===== config.mk =====
export PLATFORM = sky130hd
export DESIGN_NAME = uart_rx_fifo
export DESIGN_NICKNAME = d
export VERILOG_FILES = /design/src/rtl/uart_rx_fifo.sv
export SDC_FILE = /design/constraint.sdc
export NUM_CORES = 1
export LEC_CHECK = 0
export ABC_AREA = 0
export CAP_MARGIN = 20
export CORE_UTILIZATION = 59
export DETAILED_ROUTE_END_ITERATION = 10
export PLACE_DENSITY = 0.78
export SLEW_MARGIN = 40
export SYNTH_ARGS = -nofsm -noshare
export SYNTH_HDL_FRONTEND = slang
export SYNTH_SLANG_ARGS = --single-unit

===== constraint.sdc =====
create_clock -name clk -period 3.85 [get_ports clk]
set_input_delay 0.77 -clock clk [delete_from_list [all_inputs] [get_ports clk]]
set_output_delay 0.77 -clock clk [all_outputs]
set_load 0.02 [all_outputs]

===== src/rtl/uart_rx_fifo.sv =====
// uart_rx_fifo: receive FIFO behind a UART receiver with a capture handshake and sticky error flags
// Ports: clk, clr (sync active-high reset); rdrf/rx_data/FE from the receiver, rdrf_clr acknowledge back;
// rd_en read request, dout/dout_fe/dout_valid registered read port; empty/full/count occupancy;
// overrun/fe_err sticky flags cleared by err_clr.
// Option RX_FIFO_FE_DROP_EN: discard bytes received with FE=1 (dout_fe then always 0).
module uart_rx_fifo #(
  parameter int DEPTH = 16,
  parameter int ADDR_W = 4
) (
  input  logic              clk,
  input  logic              clr,
  input  logic              rdrf,
  input  logic [7:0]        rx_data,
  input  logic              FE,
  output logic              rdrf_clr,
  input  logic              rd_en,
  output logic [7:0]        dout,
  output logic              dout_fe,
  output logic              dout_valid,
  output logic              empty,
  output logic              full,
  output logic [ADDR_W:0]   count,
  output logic              overrun,
  output logic              fe_err,
  input  logic              err_clr
);
`ifdef RX_FIFO_FE_DROP_EN
  localparam logic FE_KEEP = 1'b0;
`else
  localparam logic FE_KEEP = 1'b1;
`endif
  localparam logic [ADDR_W:0] FULL_CNT = (ADDR_W+1)'(DEPTH);
  typedef enum logic [1:0] {IDLE, ACK, WAIT} state_t;
  state_t state;
  logic [8:0] mem [DEPTH];
  logic [ADDR_W-1:0] wptr, rptr;
  logic cap, wr, rd;
  logic [ADDR_W:0] count_nxt;
  always_comb begin
    cap = state == IDLE && rdrf;
    wr = cap && !full && (FE_KEEP || !FE);
    rd = rd_en && !empty;
    count_nxt = count + (ADDR_W+1)'(wr) - (ADDR_W+1)'(rd);
  end
  always_ff @(posedge clk)
    if (wr) mem[wptr] <= {FE & FE_KEEP, rx_data};
  always_ff @(posedge clk) begin
    if (clr) begin
      state <= IDLE;
      rdrf_clr <= 1'b0;
      wptr <= '0;
      rptr <= '0;
      count <= '0;
      empty <= 1'b1;
      full <= 1'b0;
      dout <= '0;
      dout_fe <= 1'b0;
      dout_valid <= 1'b0;
      overrun <= 1'b0;
      fe_err <= 1'b0;
    end else begin
      state <= state == IDLE ? (rdrf ? ACK : IDLE) : state == ACK ? WAIT : (rdrf ? WAIT : IDLE);
      rdrf_clr <= cap;
      wptr <= wptr + ADDR_W'(wr);
      rptr <= rptr + ADDR_W'(rd);
      count <= count_nxt;
      empty <= count_nxt == '0;
      full <= count_nxt == FULL_CNT;
      dout_valid <= rd;
      if (rd) {dout_fe, dout} <= mem[rptr];
      overrun <= (cap && full) || (overrun && !err_clr);
      fe_err <= (cap && FE) || (fe_err && !err_clr);
    end
  end
endmodule


==> results of run 1 <==
[final cells by class]
cell class | count | area (um^2)
Multi-Input combinational cell | 156 | 1688
Sequential cell | 174 | 4926
Fill cell | 675 | 3108
Timing Repair Buffer | 54 | 500.5
Inverter | 6 | 22.52
Tap cell | 140 | 175.2
Clock buffer | 17 | 425.4
Clock inverter | 15 | 137.6
[Yosys cell counts, types with 2 or more instances]
master and n:
a21o_1 2, a21oi_1 2, a22o_1 2, a2bb2oi_1 8, buf_2 5, buf_6 2
clkbuf_1 7, dfxtp_1 30, edfxtp_1 144, ha_1 9, inv_1 6, mux2i_1 20
mux4_1 5, mux4_2 29, nand2_1 3, nand2b_1 3, nand3_1 3, nor2_1 23
nor2b_1 10, nor3_1 5, nor4b_1 3, o21ai_0 8, xnor2_1 4, xor2_1 5
[sequential cells by signal, summed over array words and instances (netlist names)]
register,cells
full,1
dout_fe,1
dout,8
rdrf_clr,1
fe_err,1
count,5
mem,144
overrun,1
state,2
empty,1
wptr,4
rptr,4
dout_valid,1
[cell usage in the layout (no fill, tap or decap), types with 2 or more instances in the layout]
cell and n:
nand2_1 3, clkinvlp_4 4, clkbuf_16 17, o21ai_0 8, clkinv_4 2, a21oi_1 2, nor2b_1 10, edfxtp_1 144
nor3_1 5, mux4_1 5, nand3_1 3, a2bb2oi_1 8, a22o_1 2, mux4_2 29, inv_1 6, mux2i_1 20
nand2b_1 3, xor2_1 5, xnor2_1 4, dfxtp_1 29, nor4b_1 3, buf_4 20, clkdlybuf4s50_1 33, a21o_1 2
ha_1 9, nor2_1 23, clkinv_2 2, inv_6 4
[worst min-delay path, stage by stage, from the launching register on]
cell       delay [ns]
dfxtp_1          0.32
a2bb2oi_1        0.06
o21ai_0          0.06
[path summary, 6_finish.rpt]
path	to	cells past startpoint	slack, ns	start
max	empty	10	0.72	rdrf
min	dout[4]	2	0.48	dout[4]
max reg2reg	empty	9	1.18	state[0]
min reg2reg	dout[4]	2	0.48	dout[4]
[cells by family after synthesis]
family | count (synthesis) | share of synthesized area, %
adder cells (fa/ha/maj) | 10 | 1.969
AND/OR/NAND/NOR | 55 | 4.272
buffers and inverters | 22 | 1.839
XOR/XNOR | 9 | 1.170
flip-flops | 174 | 73.11
AO/OA/AOI/OAI | 28 | 3.028
multiplexers | 54 | 14.62
[layer usage]
| metal | track usage, % | part of all wire (%) | vias up | routed length (um) |
|---|---|---|---|---|
| li1 | - | - | 1517 | - |
| met1 | 30.26 | 43 | 1649 | 5283 |
| met2 | 37.39 | 50 | 107 | 6124 |
| met3 | 6.455 | 5.2 | 20 | 647 |
| met4 | 9.846 | 2.2 | 0 | 276 |
| met5 | 0 | 0 | - | 0 |
[power by group through the flow]
stage | registers [uW] | logic (uW) | clock network, uW
6_report | 2200 | 762 | 1610
4_1_cts | 2200 | 770 | 1640
5_1_grt | 2210 | 831 | 1710
3_3_place_gp | 2240 | 735 | 0
2_1_floorplan | 2280 | 460 | 0
3_5_place_dp | 2240 | 764 | 0
[metrics by stage]
step	cell area, um^2	utilization [%]
floorplan	6736	-
global placement	7312	66.58
detailed placement	7312	66.58
CTS	7875	71.70
global route	7875	71.70
finish	7875	71.70
==> results.cfg, run 1 <==
[pwr]
finalPower_uw = 4574
switching_share_pct = 25.49
power_frac_comb_pct = 16.7
pwr-share-clk_pct = 35.2
p_leak_uw = 0.002579
p_seq_share_pct = 48.1
p_sw_uw = 1166
ir_drop_v = 0.0004940
intPower_uw = 3408
power.density_nw_per_um2 = 580.8

[clocking]
root_buffer = clkbuf_16
cts.clk_slew.worst_paths_ns = 0.06
cts_hold_buf = 0
post_cts_buffers = 0
cts_buffers = 17
ctsResizeCount = 0
cts_buffer_depth = 2
cts_sinks = 174
cts_max_level = 4
clk_latency_ns = 0.42
cts_tree = yes

[yosys]
ys_warn_count = 0
synthTopCellsByArea = edfxtp_1, mux4_2, dfxtp_1
synth.cell_area_um2 = 6736
yosysTopAreaCell = edfxtp_1
seq_area_frac_synth_pct = 73.11
synth_top_cell_area_share_pct = 64.19
synth_edf_count = 144
syn_inst = 352
synth.net_count = 376
synthFlopType = edfxtp_1
ys_ff_latch = 174
post_synth.cell_area_avg_um2 = 19.14
synth_cell_types = 38
async_flop_share_pct = 0

[routing]
viasPerCell = 5.859
drc_errors = 0
vias = 3293
ant_nets = 0
drt-initial-drc-count = 193
wl_um = 12330
wl_per_cell_um = 21.94
drt-pass1-iter-count = 4

[global_route]
grt_max_degree = 34
antenna_found_initial = 0
grtUsageTotal_pct = 23.32
grt_pass1_wl_um = 18800
overflow = 0
grt_pass1_vias = 3322

[setup_path]
critPathSlowestCell = clkdlybuf4s50_1
worstPathBufferInverterCount = 2
crit_required_ns = 4.16
path_max_fanout = 4
max_stage_delay_ns = 0.51
cp_top_family = adder cells
critPathKind = in2reg
crit_top_cell = ha_1
startpoint_type = primary input
worstSetupEndpointType = flop
crit_chain = clkdlybuf4s50_1, or4b_4, ha_1, inv_1, ha_1, fa_1, a21o_1, a21oi_1, xnor2_1, a31o_2
critical_path_arrival_ns = 3.44

[timing]
max_freq_mhz = 319.7
tightest_slew_ns = 0.8451
setup_viol = 0
fin_ws_ns = 0.7224
maxSlewHeadroom_pct = 43.46
hold_viol_final = 0
clock_skew_ns = 0.01008
setup_tns_ns = 0
period_share_pct = 81.24
whs_ns = 0.4804
slew_viol_final = 0
period_minus_slack_ns = 3.128
rsz0062_at_grt = no

[floorplanning]
rows = 38
die_w_um = 108.9
dieArea_um2 = 11850
die_y_um = 108.9
io_pins = 34
initial_core_util_pct = 61.34
design.core.area_um2 = 10980

[layout]
final_layout_size_suffix_gt1_share_pct = 19.91
syn_to_final_growth_pct = 16.90
fin_cells = 562
nNetsFinal = 433
n_antenna_cell = 0

[outcome]
status = complete, no violations

[placement]
dpl.cell_count = 530
pre_cts_ws_ns = 0.2905
gp_congestion = 0.7316
dp_hpwl_um = 7660
port_buffers = 33

[min_path]
hp-class = reg2reg

[job]
cap_violations = 0
Note: power is estimated with default switching activity, not from simulation.
==> run 2, diff against run 1 <==
Settings changed: CORE_UTILIZATION 59 to 53, PLACE_DENSITY 0.78 to 0.74.
Clock period 3.85 ns to 2.6 ns, I/O delays scaled along.
==> results.cfg, run 2 (synthesis gave the netlist of run 1 again) <==
[timing]
clock_skew_ns = 0.008657
fin_ws_ns = 0.09767
slew_viol_final = 0
max_freq_mhz = 399.6
setup_tns_ns = 0
hold_viol_final = 0
tightest_slew_ns = 0.7418
period_share_pct = 96.24
period_minus_slack_ns = 2.502
maxSlewHeadroom_pct = 49.27
setup_viol = 0

[setup_path]
crit_required_ns = 2.91
startpoint_type = flop
worstPathBufferInverterCount = 1
critPathSlowestCell = or4b_4
crit_chain = or4b_4, ha_4, inv_1, ha_4, fa_2, a21o_1, a21oi_2, xnor2_2, a31o_2
reg2regPathDepth = 9
cp_top_family = adder cells
r2r_end = empty
max_stage_delay_ns = 0.55
crit_top_cell = ha_4
startpoint = full
critPathKind = reg2reg
path_max_fanout = 3
worstSetupEndpointType = flop
reg2reg_slack_ns = 0.1
worstReg2RegStart = full
critical_path_arrival_ns = 2.81

[clocking]
cts_buffers = 17
cts_sinks = 174
cts.clk_slew.worst_paths_ns = 0.06
cts_buffer_depth = 2
clk_latency_ns = 0.41
root_buffer = clkbuf_16
cts_tree = yes
cts_max_level = 4

[layout]
final_layout_size_suffix_gt1_share_pct = 24.20
n_antenna_cell = 0
final_common_cell = edfxtp_1
final_cell_mix = edfxtp_1, buf_4, clkdlybuf4s50_1
regMostFlops = mem
fillers = 831
top_regs = mem x144, dout x8, count x5
nNetsFinal = 450
largest_reg_flops = 144
syn_to_final_growth_pct = 20.99
stdcell_area_um2 = 8150
final_util_pct = 66.74

[pwr]
ir_drop_v = 0.0005299
power.density_nw_per_um2 = 877.3
p_leak_uw = 0.002705

[outcome]
status = complete, no violations

[routing]
drc_errors = 0
drt-initial-drc-count = 229
drt-pass1-iter-count = 4
viasPerCell = 5.566
ant_nets = 0
wl_um = 12730
wl_per_cell_um = 21.01
vias = 3373

[global_route]
antenna_found_initial = 0
overflow = 0
grtUsageTotal_pct = 21.37
grt_pass1_wl_um = 19750
grt_pass1_vias = 3589
grt_max_degree = 21

[floorplanning]
dieArea_um2 = 13170
die_y_um = 114.7
rows = 40
die_w_um = 114.7
initial_core_util_pct = 55.16
io_pins = 34
design.core.area_um2 = 12210

[min_path]
min_delay_path_depth = 1
hold_end = state[0]
hold_start = state[1]
hp-class = reg2reg

[placement]
pre_cts_ws_ns = -0.5398
dp_hpwl_um = 8321
port_buffers = 33
placed_area_um2 = 7491
gp_congestion = 0.7964

[job]
cap_violations = 0
## run 2: metal layers
layer	vias to the layer above	global-route usage, %	share of wire, %
met5	-	0	0
met4	0	8.745	1.4
met3	11	4.217	5.0
met2	86	34.59	51
met1	1720	28.91	43
li1	1556	-	-
## run 2: worst max-delay path by stage
stage | endpoint | slack, ns | depth (start not counted)
after global routing | empty | -0.0008 | 9
after global placement | empty | -0.49 | 10
final | empty | 0.1 | 9
after detailed placement | empty | -0.54 | 10
after floorplan | empty | 0.02 | 9
after CTS | empty | 0.06 | 9
## run 2: area by class of cell
type	instances	area (um^2)	share of cell area, %
clock buffers	20	436.7	5.358
well taps	168	210.2	2.579
flip-flops and latches	174	4928	60.47
multi-input cells	156	1733	21.26
inverters	6	22.52	0.2763
repair buffers	71	651.9	7.998
clock inverters	11	167.7	2.057
## run 2: power breakdown
part | internal, uW | total, uW | switching [uW]
clock | 1600 | 2580 | 978
sequential | 3170 | 3270 | 101
combinational | 661 | 1300 | 642
total | 5430 | 7150 | 1720
## run 2: worst register-to-register path, stage by stage, from the launching register on
cell and delay, ns:
dfxtp_2 0.33, or4b_4 0.55, ha_4 0.27, inv_1 0.05, ha_4 0.16, fa_2 0.34
a21o_1 0.17, a21oi_2 0.17, xnor2_2 0.10, a31o_2 0.24
## run 2: repair_timing
action | in CTS | in global routing
gates resized for setup | 5 | 3
setup buffers | 0 | 2
pin swaps | 4 | 4
hold buffers | 0 | 0
endpoints found under the setup margin | 3 | 2
## run 2: through the flow
| step | total power [uW] | instances | hold WS, ns |
|---|---|---|---|
| final | 7150 | 606 | 0.4664 |
| after floorplan | 4077 | 352 | 0.4462 |
| after CTS | 7123 | 604 | 0.4861 |
| after detailed placement | 4510 | 573 | 0.4659 |
| after global placement | 4461 | 573 | 0.4557 |
| after global routing | 7406 | 606 | 0.4915 |
==> run 3, diff against run 2 <==
Settings changed: CORE_UTILIZATION 53 to 56, DONT_BUFFER_PORTS from default to 1.
==> results.cfg, run 3 (synthesis gave the netlist of run 1 again) <==
[clocking]
cts_sinks = 174
clk_latency_ns = 0.42
cts.clk_slew.worst_paths_ns = 0.06
cts_tree = yes
cts_buffer_depth = 2
cts_max_level = 4
cts_hold_buf = 0
cts_buffers = 17
root_buffer = clkbuf_16

[routing]
drt-pass1-iter-count = 7
drt-initial-drc-count = 353
ant_nets = 0
drc_errors = 1
vias = 3280
wl_um = 12350
wl_per_cell_um = 23.00
viasPerCell = 6.108

[floorplanning]
die_y_um = 111.7
io_pins = 34
dieArea_um2 = 12470
rows = 39
initial_core_util_pct = 58.25
die_w_um = 111.7
design.core.area_um2 = 11560

[setup_path]
worstPathBufferInverterCount = 1
cp_top_family = adder cells
crit_chain = or4b_4, ha_4, inv_2, ha_4, fa_2, a21o_1, a21oi_2, xnor2_2, a31o_2
worstReg2RegStart = full
crit_required_ns = 2.92
critical_path_arrival_ns = 2.83
startpoint_type = flop
path_max_fanout = 3
crit_top_cell = ha_4
critPathSlowestCell = or4b_4
critPathKind = reg2reg
worstSetupEndpointType = flop
max_stage_delay_ns = 0.56
startpoint = full

[layout]
n_antenna_cell = 0
final_layout_size_suffix_gt1_share_pct = 23.86
regMostFlops = mem
syn_to_final_growth_pct = 13.35
final_cell_mix = edfxtp_1, mux4_2, dfxtp_1
top_regs = mem x144, dout x8, count x5
largest_reg_flops = 144
fin_cells = 537
stdcell_area_um2 = 7636
nNetsFinal = 405
final_common_cell = edfxtp_1

[min_path]
hp-class = in2reg
hold_start = clr

[outcome]
violations = DRC
status = complete, but fails checks

[global_route]
grt_pass1_vias = 3482
overflow = 0
grtUsageTotal_pct = 21.71
grt_pass1_wl_um = 19150
grt_max_degree = 40
antenna_found_initial = 0

[timing]
max_freq_mhz = 397.9
clock_skew_ns = 0.009841
period_minus_slack_ns = 2.513
hold_viol_final = 0
rsz0062_at_grt = no
fin_ws_ns = 0.08671
tightest_slew_ns = 0.7855
whs_ns = 0.1568
maxSlewHeadroom_pct = 47.56
slew_viol_final = 0
setup_viol = 0
period_share_pct = 96.67

[placement]
pre_cts_ws_ns = -0.06197
placed_area_um2 = 7034
dpl.cell_count = 504
dp_hpwl_um = 7741
gp_congestion = 0.6950
port_buffers = 0

[pwr]
p_leak_uw = 0.002501
power.density_nw_per_um2 = 880.7
ir_drop_v = 0.0007096

[job]
cap_violations = 0
-- run 3: cell count changes in the layout (fill, tap and decap cells not counted), moves of 2 or more --
cell             previous run  this run
clkdlybuf4s50_1            32         0
buf_4                      35        24
clkbuf_8                    0         4
bufinv_16                   4         1
clkbuf_1                    3         5
clkinvlp_4                  2         0
-- run 3: cell type report --
cell class	instances	area, um^2
flip-flops and latches	174	4930
fillers	755	3929
multi-input cells	156	1727
clock buffers	26	499.2
repair buffers	26	220.2
well taps	143	178.9
clock inverters	6	58.81
inverters	6	22.52
-- run 3: path summary, 6_finish.rpt --
path	to	slack (ns)	cells past startpoint
setup reg to reg	empty	0.09	9
hold / removal	state[1]	0.16	1
setup / recovery	empty	0.09	9
hold reg to reg	state[0]	0.44	1
-- run 3: metal layers --
layer	routed length [um]	share of wire, %	GRT usage, %
met5	0	0	0
met4	130	1.1	8.468
met1	5065	41	27.31
met3	805	6.5	7.349
met2	6350	51	35.03
-- run 3: where the power goes --
part | leakage [uW] | switching (uW) | internal, uW
clock network | 0.000278 | 949 | 1420
registers | 0.00155 | 209 | 3170
logic | 0.000677 | 473 | 509
total | 0.00250 | 1630 | 5090
-- run 3: worst reg2reg max path, delay by kind of cell, from the launching register on --
| kind | cells | cell delay [ns] |
|---|---|---|
| AO/OA/AOI/OAI | 3 | 0.59 |
| XOR/XNOR | 1 | 0.11 |
| adder cells (fa/ha/maj) | 3 | 0.79 |
| buffers and inverters | 1 | 0.04 |
| flip-flops | 1 | 0.32 |
| AND/OR/NAND/NOR | 1 | 0.56 |
-- run 3: repair_timing --
action,in CTS,in global routing
setup endpoints to repair,0,3
setup buffers,0,1
gates resized for setup,0,8
endpoints found under the hold margin,0,0
-- run 3: per-stage QoR --
| stage | util, % | power [uW] | TNS (ns) |
|---|---|---|---|
| floorplan | - | 4077 | 0 |
| global placement | 60.82 | 4248 | -0.01663 |
| detailed placement | 60.82 | 4300 | -0.09599 |
| CTS | 65.65 | 6649 | 0 |
| global route | 66.03 | 6980 | 0 |
| finish | 66.03 | 6725 | 0 |
